--- src/rtl/id_stage_pipe_pkg.sv ---
// Shared RV32I decode constants and immediate-format classification for the ID stage.
package id_stage_pipe_pkg;

  localparam int PC_WIDTH_DEF = 10;

  localparam logic [6:0] OP_U_LUI   = 7'b0110111;
  localparam logic [6:0] OP_U_AUIPC = 7'b0010111;
  localparam logic [6:0] OP_J_JAL   = 7'b1101111;
  localparam logic [6:0] OP_I_JALR  = 7'b1100111;
  localparam logic [6:0] OP_B       = 7'b1100011;
  localparam logic [6:0] OP_I_LOAD  = 7'b0000011;
  localparam logic [6:0] OP_S       = 7'b0100011;
  localparam logic [6:0] OP_I_IMM   = 7'b0010011;
  localparam logic [6:0] OP_R       = 7'b0110011;
  localparam logic [6:0] OP_I_FENCE = 7'b0001111;
  localparam logic [6:0] OP_I_CSR   = 7'b1110011;

  typedef enum logic [2:0] {
    IMM_NONE,
    IMM_I,
    IMM_SHAMT,
    IMM_S,
    IMM_B,
    IMM_U,
    IMM_J
  } imm_type_e;

  // Shift-immediates (funct3 001/101) carry a 5-bit shamt, not a signed I immediate.
  function automatic imm_type_e imm_type_of(input logic [6:0] op, input logic [2:0] f3);
    imm_type_e t;
    t = IMM_NONE;
    case (op)
      OP_U_LUI, OP_U_AUIPC: t = IMM_U;
      OP_J_JAL:             t = IMM_J;
      OP_I_JALR, OP_I_LOAD: t = IMM_I;
      OP_I_IMM:             t = (f3 == 3'b001 || f3 == 3'b101) ? IMM_SHAMT : IMM_I;
      OP_B:                 t = IMM_B;
      OP_S:                 t = IMM_S;
      default:              t = IMM_NONE;
    endcase
    return t;
  endfunction

endpackage

--- src/rtl/id_stage_pipe_imm_gen.sv ---
// Combinational immediate generator: instruction word to sign-extended immediate.
module id_stage_pipe_imm_gen
  import id_stage_pipe_pkg::*;
(
  input  logic [31:0] inst,
  output logic [31:0] imm
);

  imm_type_e imm_type;

  assign imm_type = imm_type_of(inst[6:0], inst[14:12]);

  always_comb begin
    imm = 32'd0;
    case (imm_type)
      IMM_I:     imm = {{20{inst[31]}}, inst[31:20]};
      IMM_SHAMT: imm = {27'd0, inst[24:20]};
      IMM_S:     imm = {{20{inst[31]}}, inst[31:25], inst[11:7]};
      IMM_B:     imm = {{19{inst[31]}}, inst[31], inst[7], inst[30:25], inst[11:8], 1'b0};
      IMM_U:     imm = {inst[31:12], 12'd0};
      IMM_J:     imm = {{11{inst[31]}}, inst[31], inst[19:12], inst[20], inst[30:21], 1'b0};
      default:   imm = 32'd0;
    endcase
  end

endmodule

--- src/rtl/id_stage_pipe.sv ---
// Registered RV32I decode stage: decode, operand forwarding, load-use interlock and ID/EX register.
module id_stage_pipe
  import id_stage_pipe_pkg::*;
#(
  parameter int PC_WIDTH  = PC_WIDTH_DEF,
  parameter bit FWD_EN    = 1'b1,
  parameter bit HAZARD_EN = 1'b1
) (
  input  logic                clk,
  input  logic                rst,
  input  logic                if_valid,
  output logic                id_ready,
  input  logic [PC_WIDTH-1:0] pc_i,
  input  logic [31:0]         id_inst,
  input  logic                flush,
  output logic                rs1_re,
  output logic                rs2_re,
  output logic [4:0]          rs1_addr,
  output logic [4:0]          rs2_addr,
  input  logic [31:0]         rs1_data_i,
  input  logic [31:0]         rs2_data_i,
  input  logic                ex_fwd_we,
  input  logic [4:0]          ex_fwd_addr,
  input  logic [31:0]         ex_fwd_data,
  input  logic                wb_fwd_we,
  input  logic [4:0]          wb_fwd_addr,
  input  logic [31:0]         wb_fwd_data,
  input  logic                ex_ready,
  output logic                ex_valid,
  output logic [PC_WIDTH-1:0] ex_pc,
  output logic [6:0]          ex_opcode,
  output logic [2:0]          ex_funct3,
  output logic [6:0]          ex_funct7,
  output logic [31:0]         ex_imm,
  output logic [31:0]         ex_rs1_data,
  output logic [31:0]         ex_rs2_data,
  output logic                ex_rd_we,
  output logic [4:0]          ex_rd_addr,
  output logic                ex_is_load,
  output logic                ex_illegal
);

  logic [6:0]  opcode;
  logic [31:0] imm;
  logic        rd_we;
  logic        illegal;
  logic [4:0]  rd_addr;
  logic [31:0] op1;
  logic [31:0] op2;
  logic        hazard;
  logic        adv;
  logic        xfer;

  assign opcode = id_inst[6:0];

  id_stage_pipe_imm_gen u_imm_gen (
    .inst (id_inst),
    .imm  (imm)
  );

  always_comb begin
    rs1_re  = 1'b0;
    rs2_re  = 1'b0;
    rd_we   = 1'b0;
    illegal = 1'b0;
    case (opcode)
      OP_U_LUI, OP_U_AUIPC, OP_J_JAL: rd_we = 1'b1;
      OP_I_JALR, OP_I_LOAD, OP_I_IMM: begin
        rs1_re = 1'b1;
        rd_we  = 1'b1;
      end
      OP_S, OP_B: begin
        rs1_re = 1'b1;
        rs2_re = 1'b1;
      end
      OP_R: begin
        rs1_re = 1'b1;
        rs2_re = 1'b1;
        rd_we  = 1'b1;
      end
      OP_I_FENCE, OP_I_CSR: ;
      default: illegal = 1'b1;
    endcase
  end

  assign rs1_addr = rs1_re ? id_inst[19:15] : 5'd0;
  assign rs2_addr = rs2_re ? id_inst[24:20] : 5'd0;
  assign rd_addr  = rd_we  ? id_inst[11:7]  : 5'd0;

  // x0 reads as zero; the younger EX result wins over WB, WB over the regfile.
  function automatic logic [31:0] operand(input logic [4:0] addr, input logic [31:0] rf);
    logic [31:0] d;
    d = rf;
    if (addr == 5'd0) d = 32'd0;
    else if (FWD_EN && ex_fwd_we && ex_fwd_addr == addr) d = ex_fwd_data;
    else if (FWD_EN && wb_fwd_we && wb_fwd_addr == addr) d = wb_fwd_data;
    return d;
  endfunction

  assign op1 = operand(rs1_addr, rs1_data_i);
  assign op2 = operand(rs2_addr, rs2_data_i);

  assign hazard = HAZARD_EN && ex_valid && ex_is_load && (ex_rd_addr != 5'd0) &&
                  ((rs1_re && rs1_addr == ex_rd_addr) || (rs2_re && rs2_addr == ex_rd_addr));

  // Handshake: the register advances when empty or drained by EX (adv); ID accepts
  // when it can advance and no load-use hazard is pending; a transfer is if_valid && id_ready.
  assign adv      = !ex_valid || ex_ready;
  assign id_ready = adv && !hazard;
  assign xfer     = if_valid && id_ready;

  always_ff @(posedge clk or posedge rst) begin
    if (rst) begin
      ex_valid    <= 1'b0;
      ex_pc       <= '0;
      ex_opcode   <= 7'd0;
      ex_funct3   <= 3'd0;
      ex_funct7   <= 7'd0;
      ex_imm      <= 32'd0;
      ex_rs1_data <= 32'd0;
      ex_rs2_data <= 32'd0;
      ex_rd_we    <= 1'b0;
      ex_rd_addr  <= 5'd0;
      ex_is_load  <= 1'b0;
      ex_illegal  <= 1'b0;
    end else if (flush) begin
      ex_valid <= 1'b0;
    end else if (adv) begin
      ex_valid <= if_valid && !hazard;
      if (xfer) begin
        ex_pc       <= pc_i;
        ex_opcode   <= opcode;
        ex_funct3   <= id_inst[14:12];
        ex_funct7   <= id_inst[31:25];
        ex_imm      <= imm;
        ex_rs1_data <= op1;
        ex_rs2_data <= op2;
        ex_rd_we    <= rd_we;
        ex_rd_addr  <= rd_addr;
        ex_is_load  <= (opcode == OP_I_LOAD);
        ex_illegal  <= illegal;
      end
    end
  end

endmodule
--- config.mk ---
export PLATFORM = sky130hd
export DESIGN_NAME = id_stage_pipe
export DESIGN_NICKNAME = d
export VERILOG_FILES = /design/src/rtl/id_stage_pipe_pkg.sv /design/src/rtl/id_stage_pipe_imm_gen.sv /design/src/rtl/id_stage_pipe.sv
export SDC_FILE = /design/constraint.sdc
export NUM_CORES = 1
export LEC_CHECK = 0
export ABC_AREA = 1
export CELL_PAD_IN_SITES_DETAIL_PLACEMENT = 0
export CELL_PAD_IN_SITES_GLOBAL_PLACEMENT = 1
export CORE_ASPECT_RATIO = 1.4
export CORE_UTILIZATION = 29
export DETAILED_ROUTE_END_ITERATION = 12
export PLACE_DENSITY = 0.81
export SYNTH_ARGS = -nofsm -noshare
export SYNTH_HDL_FRONTEND = slang
export SYNTH_SLANG_ARGS = --single-unit
--- constraint.sdc ---
create_clock -name clk -period 6.3 [get_ports clk]
set_input_delay 1.26 -clock clk [delete_from_list [all_inputs] [get_ports clk]]
set_output_delay 1.26 -clock clk [all_outputs]
set_load 0.005 [all_outputs]
==> results of run 1 <==
## registers in the layout, summed over array words and instances (netlist names)
signal,flops
ex_funct3,3
ex_funct7,7
ex_illegal,1
ex_imm,32
ex_is_load,1
ex_opcode,7
ex_pc,10
ex_rd_addr,5
ex_rd_we,1
ex_rs1_data,32
ex_rs2_data,32
ex_valid,1
## stage by stage
step	total power, mW	util, %	worst slack (ns)	area (sq um)	std cells
3_5_place_dp	1.42	42.8	1.38	11500	1842
5_1_grt	2.48	44.9	1.16	12100	1878
6_report	2.38	44.9	1.40	12100	1880
2_1_floorplan	1.12	-	1.51	7930	1202
4_1_cts	2.41	44.9	1.38	12100	1874
3_3_place_gp	1.42	42.8	1.41	11500	1842
## cell type report
type,count,area [sq um]
Antenna cell,6,15.0
Clock buffer,21,460
Clock inverter,11,103
Fill cell,2740,14800
Inverter,128,485
Multi-Input combinational cell,876,3880
Sequential cell,132,3300
Tap cell,365,457
Timing Repair Buffer,341,3390
## worst register-to-register path, cell delays in order, from the launching register on
cell      delay (ns)
dfrtp_1         0.43
inv_1           0.15
nand3_1         0.10
o311ai_0        0.27
inv_1           0.07
nand2_1         0.14
nand3_4         0.08
buf_4           0.36
a21oi_4         0.91
nand2_1         0.18
nand2_1         0.09
## metal layers
| layer | track usage (%) | vias to the layer above | routed length, um |
|---|---|---|---|
| met5 | 0 | - | 11 |
| met4 | 9.40 | 2 | 862 |
| met3 | 6.29 | 56 | 2300 |
| met2 | 39.3 | 315 | 16100 |
| met1 | 26.0 | 4087 | 12500 |
| li1 | - | 4385 | - |
## Yosys cell counts
cell,number
o21ai_0,25
o311ai_0,1
nor3_1,5
a21boi_0,3
a21oi_1,3
dfrtp_1,132
o21ai_1,27
o21bai_1,1
buf_4,2
a22oi_2,1
xnor2_1,3
xor2_1,3
nor2_1,98
nand3_2,3
buf_2,54
nand2_1,521
nand3_1,87
inv_1,121
inv_2,5
clkinv_1,2
nor3_2,1
o221ai_1,1
o31ai_1,8
buf_1,3
clkbuf_1,7
nand2_2,6
o22ai_1,2
a211oi_1,1
o211ai_1,5
or2_2,1
a21oi_4,1
o2111ai_1,2
nor2_2,2
nand4_1,65
## cell families after synthesis
kind of cell    Yosys count  share of synthesized area (%)
compound gates           81                           6.14
flops                   132                           41.6
buf+inv                 194                           10.1
xor+xnor                  6                          0.663
simple gates            789                           41.4
## how the worst min path moves through the flow
| stage | from | to | slack (ns) |
|---|---|---|---|
| floorplan | ex_opcode[0] | ex_opcode[0] | 0.47 |
| global placement | ex_rs2_data[19] | ex_rs2_data[19] | 0.46 |
| detailed placement | ex_rs2_data[6] | ex_rs2_data[6] | 0.46 |
| CTS | ex_rs2_data[5] | ex_rs2_data[5] | 0.48 |
| global route | ex_rs2_data[5] | ex_rs2_data[5] | 0.50 |
| finish | ex_imm[14] | ex_imm[14] | 0.48 |
## power breakdown
group	total, mW	internal (mW)	leakage, nW	switching [mW]
Combinational	0.476	0.251	4.12	0.225
Sequential	0.932	0.901	1.79	0.0315
Clock	0.971	0.565	0.270	0.406
Total	2.38	1.72	6.17	0.662
==> qor.yml, run 1 <==
grt.total_usage_pct: 22.7
drc: 0
ant_nets: 0
ys_seq_area_share_pct: 41.6
startpoint_type: "primary input"
synth_top_area_share_pct: 41.6
critPathMostFrequentCell: "nand2_1"
hp-class: "reg2reg"
cts_buffers: 17
critPathBufInv: 4
die_h_um: 198
r2r_cells: 10
r2r_slack_ns: 3.47
end_kind: "output pin"
finalCritPeriodShare_pct: 77.8
maxSlewViolCount: 0
holdWs_ns: 0.477
yosys.area.top_type: "dfrtp_1"
drive_gt1_share_pct: 4.44
vias_per_cell: 4.70
io_buffers: 331
grt_pass1_vias: 8814
relSlewSlack_pct: 28.4
power.density_mw_per_mm2: 197
path_cells: "clkdlybuf4s50_1 > nand2_1 > inv_2 > nand2_2 > nor2_1 > nor2_2 > nand3_2 > nand2_1 > nand2_1 > nand2_1 > nand2_1 > inv_1 > clkdlybuf4s50_1"
slowest_delay_ns: 0.51
syn_inst: 1202
fp.dieW_um: 142
period_needed_ns: 4.90
syn_area_sq_mm: 0.00793
cts_setup_buffers: 0
cpLargestDelayFamily: "simple AND/OR/NAND/NOR gates"
critPathSlowestCell: "clkdlybuf4s50_1"
hold_path_depth: 2
start_util_pct: 29.5
maxCapViolations: 0
grt_antenna_before_repair: 5
ctsResizeCount: 0
grt_pass1_wl_um: 48600
reg2reg_to: "ex_rs2_data[14]"
r2r_start: "ex_rd_addr[3]"
gr-total-overflow: 0
dieArea_sq_mm: 0.0280
insertion_delay_ns: 0.43
synth.area.top_cells: "dfrtp_1, nand2_1, inv_1"
cp_num_cells: 13
dp_hpwl_um: 22300
cts_root_buf: "clkbuf_16"
hold_violations: 0
crit_arrival_ns: 3.64
synth.avg_cell_area_sq_um: 6.60
layout_common_cells: "nand2_1, clkdlybuf4s50_1, dfrtp_1"
yosysUniqueCellTypes: 34
fin_skew_ns: 0.00762
critPathLaunch: "id_inst[1]"
worstPathMaxFanout: 18
status: "finished clean"
cp_data_required_time_ns: 5.04
synth_fp_nets: 1389
fp.coreArea_sq_mm: 0.0269
gp_congestion: 0.899
num-nets-final: 1683
tightest_slew_ns: 1.07
leakagePower_nw: 6.17
rsz0062_at_grt: "false"
clockBufferDepth: 2
crit_end: "id_ready"
grt_start_max_net_pins: 99
h-tree-depth: 4
yosys_warnings: 0
fmax_mhz: 204
peakVddDrop_mv: 0.191
timing_worst_setup_path_type: "in2out"
routed_wl_um: 31800
cts_tree: "yes"
clk_pin_slew_worst_paths_ns: 0.06
finalSetupViolations: 0
vias: 8845
final_common_cell: "nand2_1"
pin_count: 332
synthToLayoutAreaGrowth_pct: 52.5
holdBufCountCts: 0
fp-row-count: 71
cts.sinks: 132
finalSetupTns_ns: 0
synth-seq-cells: 132
drtPass1Iterations: 5
drt_iter0_markers: 453
routedWlPerCell_um: 16.9
Note: power is estimated with default switching activity, not from simulation.
==> run 2, diff against run 1 <==
- clock period: 6.3 -> 4.9 ns (I/O delays scaled with it)
==> run 2 against run 1 <==
  * Sequential power is 29% higher
  * Die area stayed put
  * Highest routed layer unchanged
  * Clock-buffer cell count is 1 lower
  * Non-clock buffer count is 12 higher
  * Largest power group unchanged
  * Critical path type unchanged
==> qor.yml, run 2 (synthesis results as in run 1) <==
fp-row-count: 71
hold_violations: 0
h-tree-depth: 4
relSlewSlack_pct: 43.7
reg2reg_to: "ex_rs1_data[22]"
power.density_mw_per_mm2: 260
worstPathMaxFanout: 10
fp.coreArea_sq_mm: 0.0269
clockBufferDepth: 2
setup_ws_ns: 0.659
maxCapViolations: 0
period_needed_ns: 4.24
hold_path_depth: 2
final_common_cell: "nand2_1"
tightest_slew_ns: 0.835
routedWlPerCell_um: 16.5
hold-path-endpoint: "ex_rs1_data[2]"
vias: 8819
dieArea_sq_mm: 0.0280
gr-total-overflow: 0
drive_gt1_share_pct: 5.26
drt_iter0_markers: 460
die_h_um: 198
cp_data_required_time_ns: 3.92
routed_wl_um: 31100
finalSetupTns_ns: 0
startpoint_type: "primary input"
cts_buffers: 17
r2r_cells: 10
clk_pin_slew_worst_paths_ns: 0.06
synthToLayoutAreaGrowth_pct: 54.4
grt_antenna_before_repair: 2
timing_worst_setup_path_type: "in2out"
fin_skew_ns: 0.0143
cts_tree: "yes"
fp.dieW_um: 142
grt_pass1_wl_um: 47900
crit_arrival_ns: 3.26
nFillCells: 2766
end_kind: "output pin"
holdBufCountCts: 0
gp_congestion: 0.884
finalCritPeriodShare_pct: 86.6
cts.sinks: 132
leakagePower_nw: 6.27
grt_pass1_vias: 8774
r2r_start: "ex_rd_addr[3]"
grt_start_max_net_pins: 116
layout_common_cells: "nand2_1, clkdlybuf4s50_1, dfrtp_1"
insertion_delay_ns: 0.42
hp-class: "reg2reg"
dp_slack_ns: 0.656
peakVddDrop_mv: 0.224
cts_root_buf: "clkbuf_16"
drc: 0
start_util_pct: 29.5
multiInputGateArea_sq_mm: 0.00388
r2r_slack_ns: 2.56
holdCritStartpoint: "ex_rs1_data[2]"
cts_setup_buffers: 0
io_buffers: 331
largestRegisters: "ex_imm (32), ex_rs1_data (32), ex_rs2_data (32)"
rsz0062_at_grt: "false"
ctsResizeCount: 0
status: "finished clean"
drtPass1Iterations: 5
register_area_sq_mm: 0.00330
grt.total_usage_pct: 22.3
ant_nets: 0
fmax_mhz: 236
vias_per_cell: 4.67
pin_count: 332
maxSlewViolCount: 0
finalSetupViolations: 0
num-nets-final: 1695
dp_hpwl_um: 22700
==> run 2: cell types whose count changed in the layout (fill, tap and decap cells not counted), sizes merged <==
cell	before	now
inv	128	131
diode	6	1
bufinv	1	3
clkinvlp	3	1
clkinv	7	5
buf	10	22
clkbuf	21	20
==> run 2: per-layer routing <==
| metal | vias to the layer above | part of all wire [%] | global-route usage [%] | routed length (um) |
|---|---|---|---|---|
| met5 | - | 0.035 | 0 | 11 |
| met4 | 2 | 2.9 | 8.44 | 910 |
| met3 | 62 | 7.3 | 6.19 | 2280 |
| met2 | 344 | 50 | 39.0 | 15500 |
| met1 | 4012 | 40 | 25.6 | 12400 |
| li1 | 4399 | - | - | - |
==> run 2: worst max-delay path by stage <==
| stage | startpoint | endpoint | cells after the start |
|---|---|---|---|
| after floorplan | rst | ex_funct3[0] | 1 |
| after global placement | id_inst[1] | id_ready | 15 |
| after detailed placement | id_inst[1] | id_ready | 15 |
| after CTS | id_inst[1] | id_ready | 15 |
| after global routing | id_inst[0] | id_ready | 15 |
| final | id_inst[1] | id_ready | 15 |
==> run 2: layout make-up <==
cell class	count	share of cell area, %
inverters	128	3.96
flip-flops and latches	132	27.0
clock inverters	12	1.36
repair buffers	353	28.5
clock buffers	20	3.73
multi-input cells	876	31.7
diodes	1	0.0204
well taps	365	3.73
==> run 2: through the flow <==
stage | hold WS [ns] | power (mW) | instance area [sq um] | instances | utilization [%]
6_report | 0.476 | 3.19 | 12200 | 1887 | 45.5
5_1_grt | 0.496 | 3.33 | 12200 | 1887 | 45.5
4_1_cts | 0.481 | 3.23 | 12200 | 1886 | 45.5
3_5_place_dp | 0.464 | 1.84 | 11600 | 1854 | 43.2
3_3_place_gp | 0.462 | 1.84 | 11600 | 1854 | 43.2
2_1_floorplan | 0.472 | 1.44 | 7930 | 1202 | -
==> run 2: worst max-delay path: stages <==
cell and delay [ns]:
clkdlybuf4s50_1 0.47, nand2_1 0.12, inv_2 0.09, nand2_2 0.10, a21oi_4 0.32, nand2_2 0.13, nand2_1 0.09, nand2_1 0.05
nor2_1 0.10, nand2_1 0.06, nand2_1 0.05, nand2_1 0.10, nand2_1 0.08, inv_1 0.07, clkdlybuf4s50_1 0.44
==> run 2: where the power goes <==
part | internal [mW] | total, mW | switching (mW)
registers | 1.16 | 1.20 | 0.0401
clock network | 0.839 | 1.37 | 0.535
logic | 0.330 | 0.617 | 0.287
total | 2.33 | 3.19 | 0.862
==> run 3, diff against run 2 <==
- CORE_ASPECT_RATIO: 1.4 -> not set
- REMOVE_ABC_BUFFERS: not set -> 1
==> run 3 against run 2 <==
  * Hold slack lost 0.0023 ns
  * Cell area shrank 0.83%
  * Clock-buffer cell count shrank 2
  * Fmax shrank 1.7%
  * Die area is essentially flat
  * Critical path type unchanged
  * Critical endpoint unchanged
  * Largest power group unchanged
  * Highest routed layer is now met4
==> qor.yml, run 3 (synthesis results as in run 1) <==
status: "finished clean"
cts_buffers: 17
timing_worst_setup_path_type: "in2out"
io_buffers: 331
grt_pass1_wl_um: 51100
period_needed_ns: 4.32
ctsResizeCount: 0
setup_ws_ns: 0.583
relSlewSlack_pct: 47.6
pin_count: 332
dp.cells: 1825
hp-class: "reg2reg"
slowest_delay_ns: 0.51
critPathSlowestCell: "clkdlybuf4s50_1"
drt_iter0_markers: 562
dieArea_sq_mm: 0.0280
start_util_pct: 29.5
grt_antenna_before_repair: 7
drc: 0
vias: 8912
power.density_mw_per_mm2: 257
critPathBufInv: 5
cts_setup_buffers: 0
critPathMostFrequentCell: "nand2_1"
maxSlewViolCount: 0
nFillCells: 2802
rsz0062_at_grt: "false"
grt.total_usage_pct: 23.7
tightest_slew_ns: 0.777
grt_pass1_vias: 8717
startpoint_type: "primary input"
clk_pin_slew_worst_paths_ns: 0.06
fp-row-count: 60
drive_gt1_share_pct: 4.95
synthToLayoutAreaGrowth_pct: 53.1
cpLargestDelayFamily: "simple AND/OR/NAND/NOR gates"
peakVddDrop_mv: 0.212
routedWlPerCell_um: 17.8
cts_root_buf: "clkbuf_16"
vias_per_cell: 4.78
cts.sinks: 132
worstPathMaxFanout: 18
gr-total-overflow: 0
fmax_mhz: 232
final_common_cell: "nand2_1"
register_area_sq_mm: 0.00330
die_h_um: 167
routed_wl_um: 33100
r2r_start: "ex_rd_addr[4]"
dp_hpwl_um: 22900
multiInputGateArea_sq_mm: 0.00386
fp.coreArea_sq_mm: 0.0269
ant_nets: 0
gp_congestion: 0.844
fin_skew_ns: 0.0147
path_cells: "clkdlybuf4s50_1 > nand2_1 > inv_2 > nand2_2 > inv_1 > nand3_1 > nand3_2 > nand2_1 > nand2_1 > nand2_1 > nand2_1 > inv_1 > clkdlybuf4s50_1"
finalSetupTns_ns: 0
cts_tree: "yes"
holdWs_ns: 0.474
clockBufferDepth: 2
final_cells: 1863
critPathLaunch: "id_inst[0]"
num-nets-final: 1690
power.total_mw: 3.13
h-tree-depth: 4
insertion_delay_ns: 0.44
dp_slack_ns: 0.608
holdCritStartpoint: "ex_rs2_data[21]"
grt_start_max_net_pins: 106
finalCritPeriodShare_pct: 88.1
fp.dieW_um: 167
end_kind: "output pin"
layout_common_cells: "nand2_1, clkdlybuf4s50_1, dfrtp_1"
hold_violations: 0
cp_data_required_time_ns: 3.92
finalSetupViolations: 0
largestRegisters: "ex_imm (32), ex_rs1_data (32), ex_rs2_data (32)"
holdBufCountCts: 0
crit_arrival_ns: 3.34
drtPass1Iterations: 7
maxCapViolations: 0
leakagePower_nw: 6.23
-- run 3: cell types whose count changed in the layout (fill, tap and decap cells not counted) --
cell	delta
clkbuf_8	-1
clkbuf_1	-1
nor2_4	-5
clkinv_4	+2
nor2_2	+5
buf_4	-6
buf_12	+1
clkinv_2	+1
bufinv_16	-1
inv_8	-1
diode_2	+6
-- run 3: where the power goes --
group          internal, mW  switching [mW]  total [mW]
Combinational         0.326           0.290       0.616
Sequential             1.16          0.0398        1.20
Clock                 0.768           0.545        1.31
-- run 3: per-layer routing --
metal / track usage, % / part of all wire (%) / vias to the layer above
li1: - / - / 4400
met1: 31.8 / 45 / 4165
met2: 36.5 / 46 / 292
met3: 4.82 / 5.6 / 55
met4: 11.2 / 3.3 / 0
met5: 0 / 0 / -
-- run 3: final timing paths --
path | depth (start not counted) | to | slack [ns]
max | 13 | id_ready | 0.58
min | 2 | ex_rs2_data[21] | 0.47
max reg2reg | 13 | ex_rd_addr[3] | 2.64
min reg2reg | 2 | ex_rs2_data[21] | 0.47
max in group asynchronous | 3 | ex_opcode[1] | 2.89
min in group asynchronous | 2 | ex_imm[14] | 1.08
-- run 3: final cells by class --
cell class | count | area share [%]
inverters | 128 | 4.00
repair buffers | 348 | 28.5
flip-flops and latches | 132 | 27.2
multi-input cells | 876 | 31.8
clock buffers | 18 | 3.62
well taps | 341 | 3.51
clock inverters | 13 | 1.22
diodes | 7 | 0.144
-- run 3: stage by stage --
stage                     util [%]  cell area [sq um]
after global placement        42.9              11500
after CTS                     45.1              12100
after detailed placement      42.9              11500
final                         45.2              12100
after floorplan                  -               7610
after global routing          45.2              12100
-- run 3: worst reg2reg max path, delay by kind of cell, from the launching register on --
family	cells	cell delay, ns
and+or+nand+nor	8	0.85
buffers and inverters	2	0.49
DFF	1	0.43
AOI/OAI and AO/OA	3	0.35
